<file path="config.mk">
export PLATFORM = sky130hd
export DESIGN_NAME = jk_bank_arbiter
export DESIGN_NICKNAME = d
export VERILOG_FILES = /design/src/rtl/jk_bank_arbiter.sv
export SDC_FILE = /design/constraint.sdc
export NUM_CORES = 1
export LEC_CHECK = 0
export BUFFER_PORTS_ARGS = -buffer_cell sky130_fd_sc_hd__buf_2
export CORE_MARGIN = 2
export CORE_UTILIZATION = 25
export CTS_CLUSTER_SIZE = 20
export DETAILED_ROUTE_END_ITERATION = 6
export PLACE_DENSITY = 0.54
export SYNTH_ARGS = -nofsm -noshare
export SYNTH_HDL_FRONTEND = slang
export SYNTH_SLANG_ARGS = --single-unit
</file>
<file path="constraint.sdc">
create_clock -name clk -period 2.1 [get_ports clk]
set_input_delay 0 -clock clk [delete_from_list [all_inputs] [get_ports clk]]
set_output_delay 0 -clock clk [all_outputs]
set_load 0.02 [all_outputs]
</file>
<file path="src/rtl/jk_bank_arbiter.sv">
// Two-requester round-robin front end driving an N-bit JK flip-flop bank.
// An accepted command is applied count+1 times, one application per clock.
module jk_bank_arbiter #(
  parameter int unsigned N = 8
) (
  input  logic         clk,
  input  logic         reset,
  input  logic         a_valid,
  output logic         a_ready,
  input  logic [1:0]   a_op,
  input  logic [N-1:0] a_mask,
  input  logic [3:0]   a_count,
  input  logic         b_valid,
  output logic         b_ready,
  input  logic [1:0]   b_op,
  input  logic [N-1:0] b_mask,
  input  logic [3:0]   b_count,
  output logic [N-1:0] q,
  output logic [N-1:0] j,
  output logic [N-1:0] k,
  output logic         busy,
  output logic         done,
  output logic         grant_id
);

  localparam logic [0:0] IDLE = 1'b0;
  localparam logic [0:0] RUN  = 1'b1;

  logic [0:0]   r_state;
  logic         r_last;  // last served requester: 0 = A, 1 = B
  logic         r_grant;
  logic         r_done;
  logic [1:0]   r_op;
  logic [N-1:0] r_mask;
  logic [N-1:0] r_q;
  logic [3:0]   r_remain;

  logic         w_a_win;
  logic         w_b_win;
  logic [N-1:0] w_j;
  logic [N-1:0] w_k;
  logic [N-1:0] w_q_next;

  always_comb begin
    w_a_win  = a_valid & (~b_valid | r_last);
    w_b_win  = b_valid & (~a_valid | ~r_last);
    w_j      = (r_state == RUN) ? (r_mask & {N{r_op[1]}}) : '0;
    w_k      = (r_state == RUN) ? (r_mask & {N{r_op[0]}}) : '0;
    // Characteristic JK equation covers hold, clear, set and toggle per bit.
    w_q_next = (w_j & ~r_q) | (~w_k & r_q);
  end

  always_ff @(posedge clk) begin
    if (reset) begin
      r_state  <= IDLE;
      r_last   <= 1'b1;
      r_grant  <= 1'b0;
      r_done   <= 1'b0;
      r_op     <= 2'b00;
      r_mask   <= '0;
      r_q      <= '0;
      r_remain <= 4'd0;
    end else begin
      r_done <= 1'b0;
      if (r_state == IDLE) begin
        if (w_a_win || w_b_win) begin
          r_op     <= w_b_win ? b_op : a_op;
          r_mask   <= w_b_win ? b_mask : a_mask;
          r_remain <= w_b_win ? b_count : a_count;
          r_grant  <= w_b_win;
          r_last   <= w_b_win;
          r_state  <= RUN;
        end
      end else begin
        r_q <= w_q_next;
        if (r_remain == 4'd0) begin
          r_state <= IDLE;
          r_done  <= 1'b1;
        end else begin
          r_remain <= r_remain - 4'd1;
        end
      end
    end
  end

  assign a_ready  = (r_state == IDLE) & ~reset & w_a_win;
  assign b_ready  = (r_state == IDLE) & ~reset & w_b_win;
  assign q        = r_q;
  assign j        = w_j;
  assign k        = w_k;
  assign busy     = (r_state == RUN);
  assign done     = r_done;
  assign grant_id = r_grant;

endmodule

</file>
==> results of run 1 <==
[worst max-delay path by stage]
stage	start	endpoint	cells after the start
finish	busy	r_mask[0]	5
global route	busy	r_op[1]	5
CTS	r_last	r_op[1]	5
detailed placement	r_remain[0]	r_remain[3]	6
global placement	r_remain[0]	r_remain[3]	6
floorplan	r_remain[0]	r_remain[3]	6
[kinds of logic after synthesis]
family,count (synthesis)
flops,26
simple gates,74
buf+inv,16
fa+ha+maj,1
compound gates,39
mux,1
[report_power, final]
group          internal [mW]  leakage [nW]  switching, mW  total [mW]
Sequential             0.542         0.214         0.0520       0.594
Clock                  0.167        0.0288          0.155       0.322
Combinational          0.161         0.691          0.171       0.332
Total                  0.871         0.934          0.377        1.25
[final cells by class]
| class | instances | share of cell area, % |
|---|---|---|
| Multi-Input combinational cell | 115 | 37.2 |
| Sequential cell | 26 | 27.4 |
| Timing Repair Buffer | 81 | 26.5 |
| Tap cell | 70 | 4.61 |
| Clock buffer | 4 | 2.90 |
| Inverter | 7 | 1.38 |
[routing by layer]
layer  routed length [um]  GRT usage [%]  up-vias
li1                     -              -      710
met1                 1670           15.9      627
met2                 1800           23.5       33
met3                  144           1.67        2
met4                   29           4.36        0
met5                    0              0        -
[sequential cells by signal, indices dropped and copies added (netlist names)]
name	count
q	8
r_remain	4
r_mask	8
busy	1
r_op	2
done	1
r_last	1
grant_id	1
[cells in the mapped netlist (all sizes together), types with 3 or more instances]
library cell and n:
dfxtp 26, nand2 20, and3 17, nor2 16, nand2b 14, a21oi 11, a311oi 10, buf 7
inv 7, nor2b 4, a211oi 3, o22ai 3
[repair_timing]
| action | CTS | global route |
|---|---|---|
| setup endpoints to repair | 0 | 1 |
| resized for setup | 0 | 1 |
| hold buffers | 18 | 0 |
| endpoints found under the hold margin | 10 | 0 |
[worst register-to-register path, stage by stage, from the launching register on]
cell	delay, ns
dfxtp_1	0.47
nor2_2	0.27
buf_4	0.26
nor2_1	0.07
a311oi_1	0.24
dlygate4sd3_1	0.58
==> flow_summary_export.csv, run 1 <==
group,metric,value,unit
synth,synthesis.nets,190,
pwr,p_per_area,658,nW/um^2
critical_path,rrSetupSlack,0.17,ns
sta,finClkSkew,0.00437,ns
synth,synth.ff_latch_count,26,
critical_path,cp_slowest_stage_delay,0.58,ns
final_layout,fin_util,37.6,%
clock_tree,cts_buffers,3,
synth,synth.largest_area_cell,"dfxtp_1",
clock_tree,path_clk_slew,0.09,ns
synth,synth_compound_gate_area_share,22.9,%
critical_path,cp_max_fo,17,
sta,setup_violations,0,
route,wl,3640,um
critical_path,worstReg2RegStart,"busy",
global_routing,grt-ovfl-total,0,
critical_path,slowest_stage,"dlygate4sd3_1",
critical_path,crit_arrival,2.15,ns
global_routing,grt_max_degree,29,
final_layout,final_cell_mix,"buf_2, dfxtp_1, nand2_1, dlygate4sd3_1, and3_1",
synth,synthTopCellsByArea,"dfxtp_1, and3_1, a311oi_1",
route,num_vias,1372,
sta,slew_headroom,62.8,%
critical_path,cp_top_family,"buffers and inverters",
pwr,p_leak,0.934,nW
place,post-place-ws,0.518,ns
route,viasPerCell,4.53,
clock_tree,clk_root_buffer_cell,"clkbuf_8",
final_layout,final_cells,303,
synth,yosys_warnings,0,
pwr,power,1.25,mW
critical_path,cp-end-kind,"register",
critical_path,critPathLaunchType,"register",
final_layout,layout_commonest_cell,"buf_2",
critical_path,worstPathCellList,"nor2_2, buf_4, nor2_1, a311oi_1, dlygate4sd3_1",
global_routing,grt_pass1_vias,1370,
sta,hold_viol,0,
place,postPlaceCellArea,1660,sq um
final_layout,syn_to_final_growth,46.9,%
synth,synthAdderAreaFrac,0.968,%
sta,setup_tns,0,ns
route,wire_per_inst,12.0,um
floorplanning,dieArea,5760,sq um
sta,timing.final.crit_share,91.8,%
route,drt.antenna.violating_nets,0,
sta,holdWs,0.00158,ns
clock_tree,cts_max_level,1,
place,dp_hpwl,2550,um
place,io_buffers,60,
clock_tree,cts.path.max_buffers,2,
sta,postLayoutSetupSlackWorst,0.173,ns
hold_path,hp-class,"primary input to register",
final_layout,n_antenna_cell,0,
synth,synthCells,157,
place,gp_congestion,0.769,
clock_tree,post_cts_buffers,0,
critical_path,reg2reg_depth,5,
run,cap_violations,0,
floorplanning,core,5040,sq um
hold_path,hold_start,"a_mask[2]",
sta,layout_min_cycle_time,1.93,ns
clock_tree,clock_sinks,26,
floorplanning,die-width,75.9,um
synth,synth_top_area_share,40.3,%
global_routing,grt_antenna_before_repair,0,
floorplanning,io_pins,61,
synth,syn_area,1290,sq um
clock_tree,cts_tree,"yes",
synth,seq_area_frac_synth,40.3,%
critical_path,cp_num_buf_inv,2,
final_layout,multiInputGateArea,706,sq um
synth,synth-main-ff-cell,"dfxtp_1",
place,place_inst,281,
synth,async_flop_share,0,%
floorplanning,start_util,25.6,%
floorplanning,fp.dieH,75.9,um
synth,synthSimpleGateAreaFrac,29.6,%
final_layout,fillers,538,
synth,synth_top_family_by_area,"simple AND/OR/NAND/NOR gates",
critical_path,critical_path_class,"register to register",
sta,worstMarginPinSlew,0.558,ns
global_routing,grt_usage,13.0,%
sta,finalMaxSlewViolations,0,
final_layout,design_area,1900,sq um
final_layout,drive_above_1_share,31.8,%
hold_path,min_to,"r_mask[2]",
clock_tree,clkLatencyLatePin,0.27,ns
route,drt_iter0_markers,39,
sta,fmax,0.519,GHz
sta,rsz0062_at_grt,"no",
final_layout,seqCellArea,520,sq um
critical_path,worstPathRequired,2.32,ns
synth,synthMuxAreaShare,0.774,%
route,first_pass_iters,4,
run_status,status,"completed",
pwr,peakVddDrop,0.000285,V
floorplanning,num_rows,26,
hold_path,whs_path_depth,3,
synth,yosysUniqueCellTypes,33,
synth,syn_avg_cell_area,8.23,sq um
route,drc_errors,0,
synth,synth_edf_count,0,
global_routing,grt_pass1_wl,6270,um
final_layout,fin_nets,267,
critical_path,r2r-end,"r_mask[0]",
synth,synth_xor_area_share,0,%
Power figures use the tool's default switching activity.
==> run 2, diff against run 1 <==
Settings changed: CELL_PAD_IN_SITES_DETAIL_PLACEMENT set to 0, CELL_PAD_IN_SITES_GLOBAL_PLACEMENT set to 1, PLACE_DENSITY 0.54 to 0.7.
==> run 2 against run 1 <==
Clock skew is 0.00057 ns lower; core utilization is 0.30 points higher; via count is 0.66% higher; register-to-register slack better by 0.04 ns; fmax is 1.9% higher; sequential cell count stayed put; non-clock buffer count is 2 higher; routed wire length is 0.69% higher; largest cell class unchanged; critical endpoint is now r_mask[5]; sequential share of layout area is 0.15 points lower.
==> flow_summary_export.csv, run 2 (synthesis results as in run 1) <==
group,metric,value,unit
place,dp_hpwl,2610,um
pwr,internal_power,0.875,mW
run,cap_violations,0,
critical_path,cp_max_fo,21,
sta,finalMaxSlewViolations,0,
critical_path,rrSetupSlack,0.21,ns
final_layout,layout_commonest_cell,"buf_2",
global_routing,grt_pass1_wl,6150,um
route,drt.antenna.violating_nets,0,
sta,timing.final.crit_share,90.1,%
critical_path,critPathLaunchType,"register",
route,viasPerCell,4.53,
floorplanning,io_pins,61,
critical_path,crit_arrival,2.11,ns
sta,setup_tns,0,ns
clock_tree,cts_tree,"yes",
route,drc_errors,0,
sta,holdWs,0.00396,ns
clock_tree,cts.path.max_buffers,2,
final_layout,drive_above_1_share,31.9,%
place,postPlaceCellArea,1670,sq um
place,io_buffers,60,
pwr,p_leak,0.944,nW
pwr,clkPwrFrac,25.8,%
final_layout,n_antenna_cell,0,
route,drt_iter0_markers,63,
critical_path,worstPathRequired,2.32,ns
floorplanning,die-width,75.9,um
clock_tree,cts_max_level,1,
sta,fmax,0.529,GHz
route,wire_per_inst,12.0,um
sta,hold_viol,0,
clock_tree,cts_buffers,3,
floorplanning,fp.dieH,75.9,um
clock_tree,clk_root_buffer_cell,"clkbuf_8",
pwr,p_per_area,657,nW/um^2
global_routing,grt-ovfl-total,0,
place,gp_congestion,0.774,
pwr,swShare,30.4,%
floorplanning,dieArea,5760,sq um
final_layout,final_cells,305,
pwr,power_frac_comb,26.9,%
final_layout,final_cell_mix,"buf_2, dfxtp_1, nand2_1, dlygate4sd3_1, and3_1",
sta,slew_headroom,64.7,%
sta,postLayoutSetupSlackWorst,0.208,ns
clock_tree,clock_sinks,26,
final_layout,design_area,1910,sq um
run_status,status,"completed",
final_layout,fin_util,37.9,%
pwr,p_sw,0.382,mW
sta,setup_violations,0,
sta,finClkSkew,0.00380,ns
sta,rsz0062_at_grt,"no",
route,first_pass_iters,4,
place,place_inst,282,
floorplanning,start_util,25.6,%
sta,layout_min_cycle_time,1.89,ns
route,num_vias,1381,
global_routing,grt_pass1_vias,1291,
sta,worstMarginPinSlew,0.529,ns
final_layout,fin_nets,269,
floorplanning,num_rows,26,
final_layout,seqCellArea,522,sq um
pwr,peakVddDrop,0.000400,V
final_layout,multiInputGateArea,702,sq um
floorplanning,core,5040,sq um
final_layout,syn_to_final_growth,48.0,%
global_routing,grt_max_degree,29,
global_routing,grt_usage,13.1,%
pwr,seqPwrFrac,47.3,%
global_routing,grt_antenna_before_repair,0,
place,post-place-ws,0.553,ns
critical_path,critical_path_class,"register to register",
hold_path,hp-class,"primary input to register",
pwr,power,1.26,mW
clock_tree,clkLatencyLatePin,0.27,ns
route,wl,3660,um
critical_path,cp-end-kind,"register",
clock_tree,path_clk_slew,0.09,ns
final_layout,fillers,518,
-- run 2: worst paths after layout --
check | from | end | depth (start not counted)
setup reg to reg | busy | r_mask[5] | 6
hold / removal | a_mask[1] | r_mask[1] | 3
hold reg to reg | q[7] | q[7] | 1
setup / recovery | busy | r_mask[5] | 6
-- run 2: power groups by stage --
stage          Clock [mW]  Sequential, mW  Combinational (mW)
6_report            0.325           0.594               0.338
3_3_place_gp            0           0.603               0.297
2_1_floorplan           0           0.598               0.200
5_1_grt             0.361           0.604               0.379
4_1_cts             0.341           0.593               0.340
3_5_place_dp            0           0.605               0.299
-- run 2: worst max-delay path, stage by stage, from the launching register on --
cell and delay [ns]:
dfxtp_2 0.40, buf_4 0.20, nor2_2 0.10, buf_4 0.24
nor2_1 0.07, a311oi_1 0.23, dlygate4sd3_1 0.58
-- run 2: timing repair --
action | CTS | global route
endpoints found under the hold margin | 10 | 0
setup endpoints to repair | 0 | 6
buffers inserted | 0 | 0
hold buffers | 19 | 0
resized for setup | 0 | 1
-- run 2: metal layers --
layer  track usage, %  part of all wire, %  vias to the layer above
li1                 -                    -                      718
met1             15.6                   44                      624
met2             23.8                   50                       37
met3             2.86                  5.2                        2
met4             3.82                  1.0                        0
met5                0                    0                        -
-- run 2: cell type report --
cell class	count	area share [%]
multi-input cells	115	36.7
well taps	70	4.58
flip-flops and latches	26	27.3
inverters	7	1.37
clock buffers	4	2.88
repair buffers	83	27.2
==> run 3, diff against run 2 <==
Settings changed: REMOVE_ABC_BUFFERS set to 1.
==> run 3 against run 2 <==
Clock skew rose by 0.00093 ns; routed wire length fell by 0.71%; non-clock buffer count rose by 1; count of clock-buffer cells in the layout fell by 1; die area did not move; design area rose by 1.6%; first-iteration DRC count fell by 60%; core utilization rose by 0.60 points; sequential cell count did not move; final cell count rose by 0.33%; critical path depth fell by 1; register-to-register slack improved by 0.05 ns; critical path type unchanged; largest cell class unchanged.
==> flow_summary_export.csv, run 3 (synthesis results as in run 1) <==
group,metric,value,unit
run_status,status,"completed",
hold_path,hp-class,"primary input to register",
place,postPlaceCellArea,1670,sq um
floorplanning,core,5040,sq um
run,cap_violations,0,
clock_tree,cts_tree,"yes",
sta,fmax,0.542,GHz
floorplanning,num_rows,26,
route,wire_per_inst,11.9,um
final_layout,fin_nets,270,
pwr,clkPwrFrac,30.9,%
place,gp_congestion,0.685,
final_layout,fin_util,38.5,%
pwr,p_sw,0.388,mW
clock_tree,cts_max_level,1,
sta,layout_min_cycle_time,1.84,ns
pwr,swShare,28.6,%
clock_tree,clock_sinks,26,
sta,slew_headroom,62.7,%
floorplanning,die-width,75.9,um
critical_path,crit_arrival,2.06,ns
sta,timing.final.crit_share,87.8,%
pwr,power_frac_comb,25.5,%
sta,holdWs,0.0673,ns
route,drt_iter0_markers,25,
place,io_buffers,60,
sta,hold_viol,0,
route,wl,3640,um
final_layout,n_antenna_cell,0,
final_layout,drive_above_1_share,31.4,%
sta,setup_violations,0,
floorplanning,dieArea,5760,sq um
global_routing,grt_max_degree,29,
global_routing,grt_antenna_before_repair,0,
sta,rsz0062_at_grt,"no",
sta,finalMaxSlewViolations,0,
final_layout,design_area,1940,sq um
floorplanning,io_pins,61,
sta,worstMarginPinSlew,0.560,ns
pwr,p_per_area,697,nW/um^2
clock_tree,cts.path.max_buffers,2,
final_layout,layout_commonest_cell,"buf_2",
clock_tree,cts_buffers,3,
critical_path,cp-end-kind,"register",
global_routing,grt_usage,12.6,%
floorplanning,fp.dieH,75.9,um
route,drt.antenna.violating_nets,0,
global_routing,grt_pass1_wl,6040,um
critical_path,critPathLaunchType,"register",
clock_tree,post_cts_buffers,0,
sta,setup_tns,0,ns
route,first_pass_iters,4,
final_layout,final_cell_mix,"buf_2, dfxtp_1, nand2_1, dlygate4sd3_1, and3_1",
final_layout,final_cells,306,
pwr,p_leak,0.958,nW
clock_tree,clkLatencyLatePin,0.27,ns
final_layout,fillers,552,
final_layout,syn_to_final_growth,50.3,%
floorplanning,start_util,25.6,%
critical_path,critical_path_class,"register to register",
pwr,seqPwrFrac,43.6,%
route,drc_errors,0,
sta,finClkSkew,0.00473,ns
route,viasPerCell,4.49,
global_routing,grt_pass1_vias,1319,
place,place_inst,282,
pwr,internal_power,0.967,mW
place,dp_hpwl,2530,um
global_routing,grt-ovfl-total,0,
route,num_vias,1375,
pwr,peakVddDrop,0.000360,V
critical_path,worstPathRequired,2.32,ns
clock_tree,clk_root_buffer_cell,"clkbuf_8",
clock_tree,path_clk_slew,0.09,ns
critical_path,cp_max_fo,13,
## run 3: cell count changes in the layout (fill, tap and decap cells not counted), sizes merged
cell	previous run	this run
bufinv	0	1
dlygate4sd3	19	20
clkbuf	4	3
## run 3: critical path, stage by stage (launching register included)
cell and delay, ns:
dfxtp_1 0.42, nor2_4 0.26, buf_4 0.24, nor2_1 0.05, a311oi_1 0.25, dlygate4sd3_1 0.58
## run 3: layout make-up
class	count	area, sq um	share of cell area [%]
tap	70	87.6	4.51
inverter	7	26.3	1.35
multi-input combinational	115	707	36.4
clock buffer	3	41.3	2.12
clock inverter	1	30.0	1.55
sequential	26	520	26.8
timing repair buffer	84	531	27.3
## run 3: power groups by stage
stage                     combinational [mW]  clock [mW]  sequential (mW)
after global routing                   0.380       0.455            0.600
after detailed placement               0.299           0            0.602
after global placement                 0.298           0            0.601
after floorplan                        0.175           0            0.605
final                                  0.346       0.418            0.591
after CTS                              0.345       0.433            0.590
## run 3: metrics by stage
stage                     setup slack (ns)  total power, mW
after global routing                 0.137             1.44
final                                0.255             1.35
after global placement               0.565            0.898
after CTS                            0.152             1.37
after floorplan                      0.506            0.780
after detailed placement             0.531            0.901
## run 3: worst paths after layout
kind                              start   endpoint  slack, ns  cells past startpoint
worst max register to register     busy  r_mask[7]       0.26                      5
worst min-delay path            b_valid     r_last       0.07                      3
worst max-delay path               busy  r_mask[7]       0.26                      5
worst min register to register     q[0]       q[0]       0.46                      1
## run 3: per-layer routing
| layer | wire length, um | track usage [%] | up-vias |
|---|---|---|---|
| met2 | 1700 | 22.7 | 40 |
| met5 | 0 | 0 | - |
| met1 | 1750 | 15.7 | 616 |
| met4 | 13 | 1.09 | 0 |
| li1 | - | - | 717 |
| met3 | 176 | 3.45 | 2 |
## run 3: what timing repair did
item,in CTS,in global routing
setup endpoints to repair,0,1
hold endpoints to repair,10,0
gates resized for setup,0,1
hold buffers,20,0
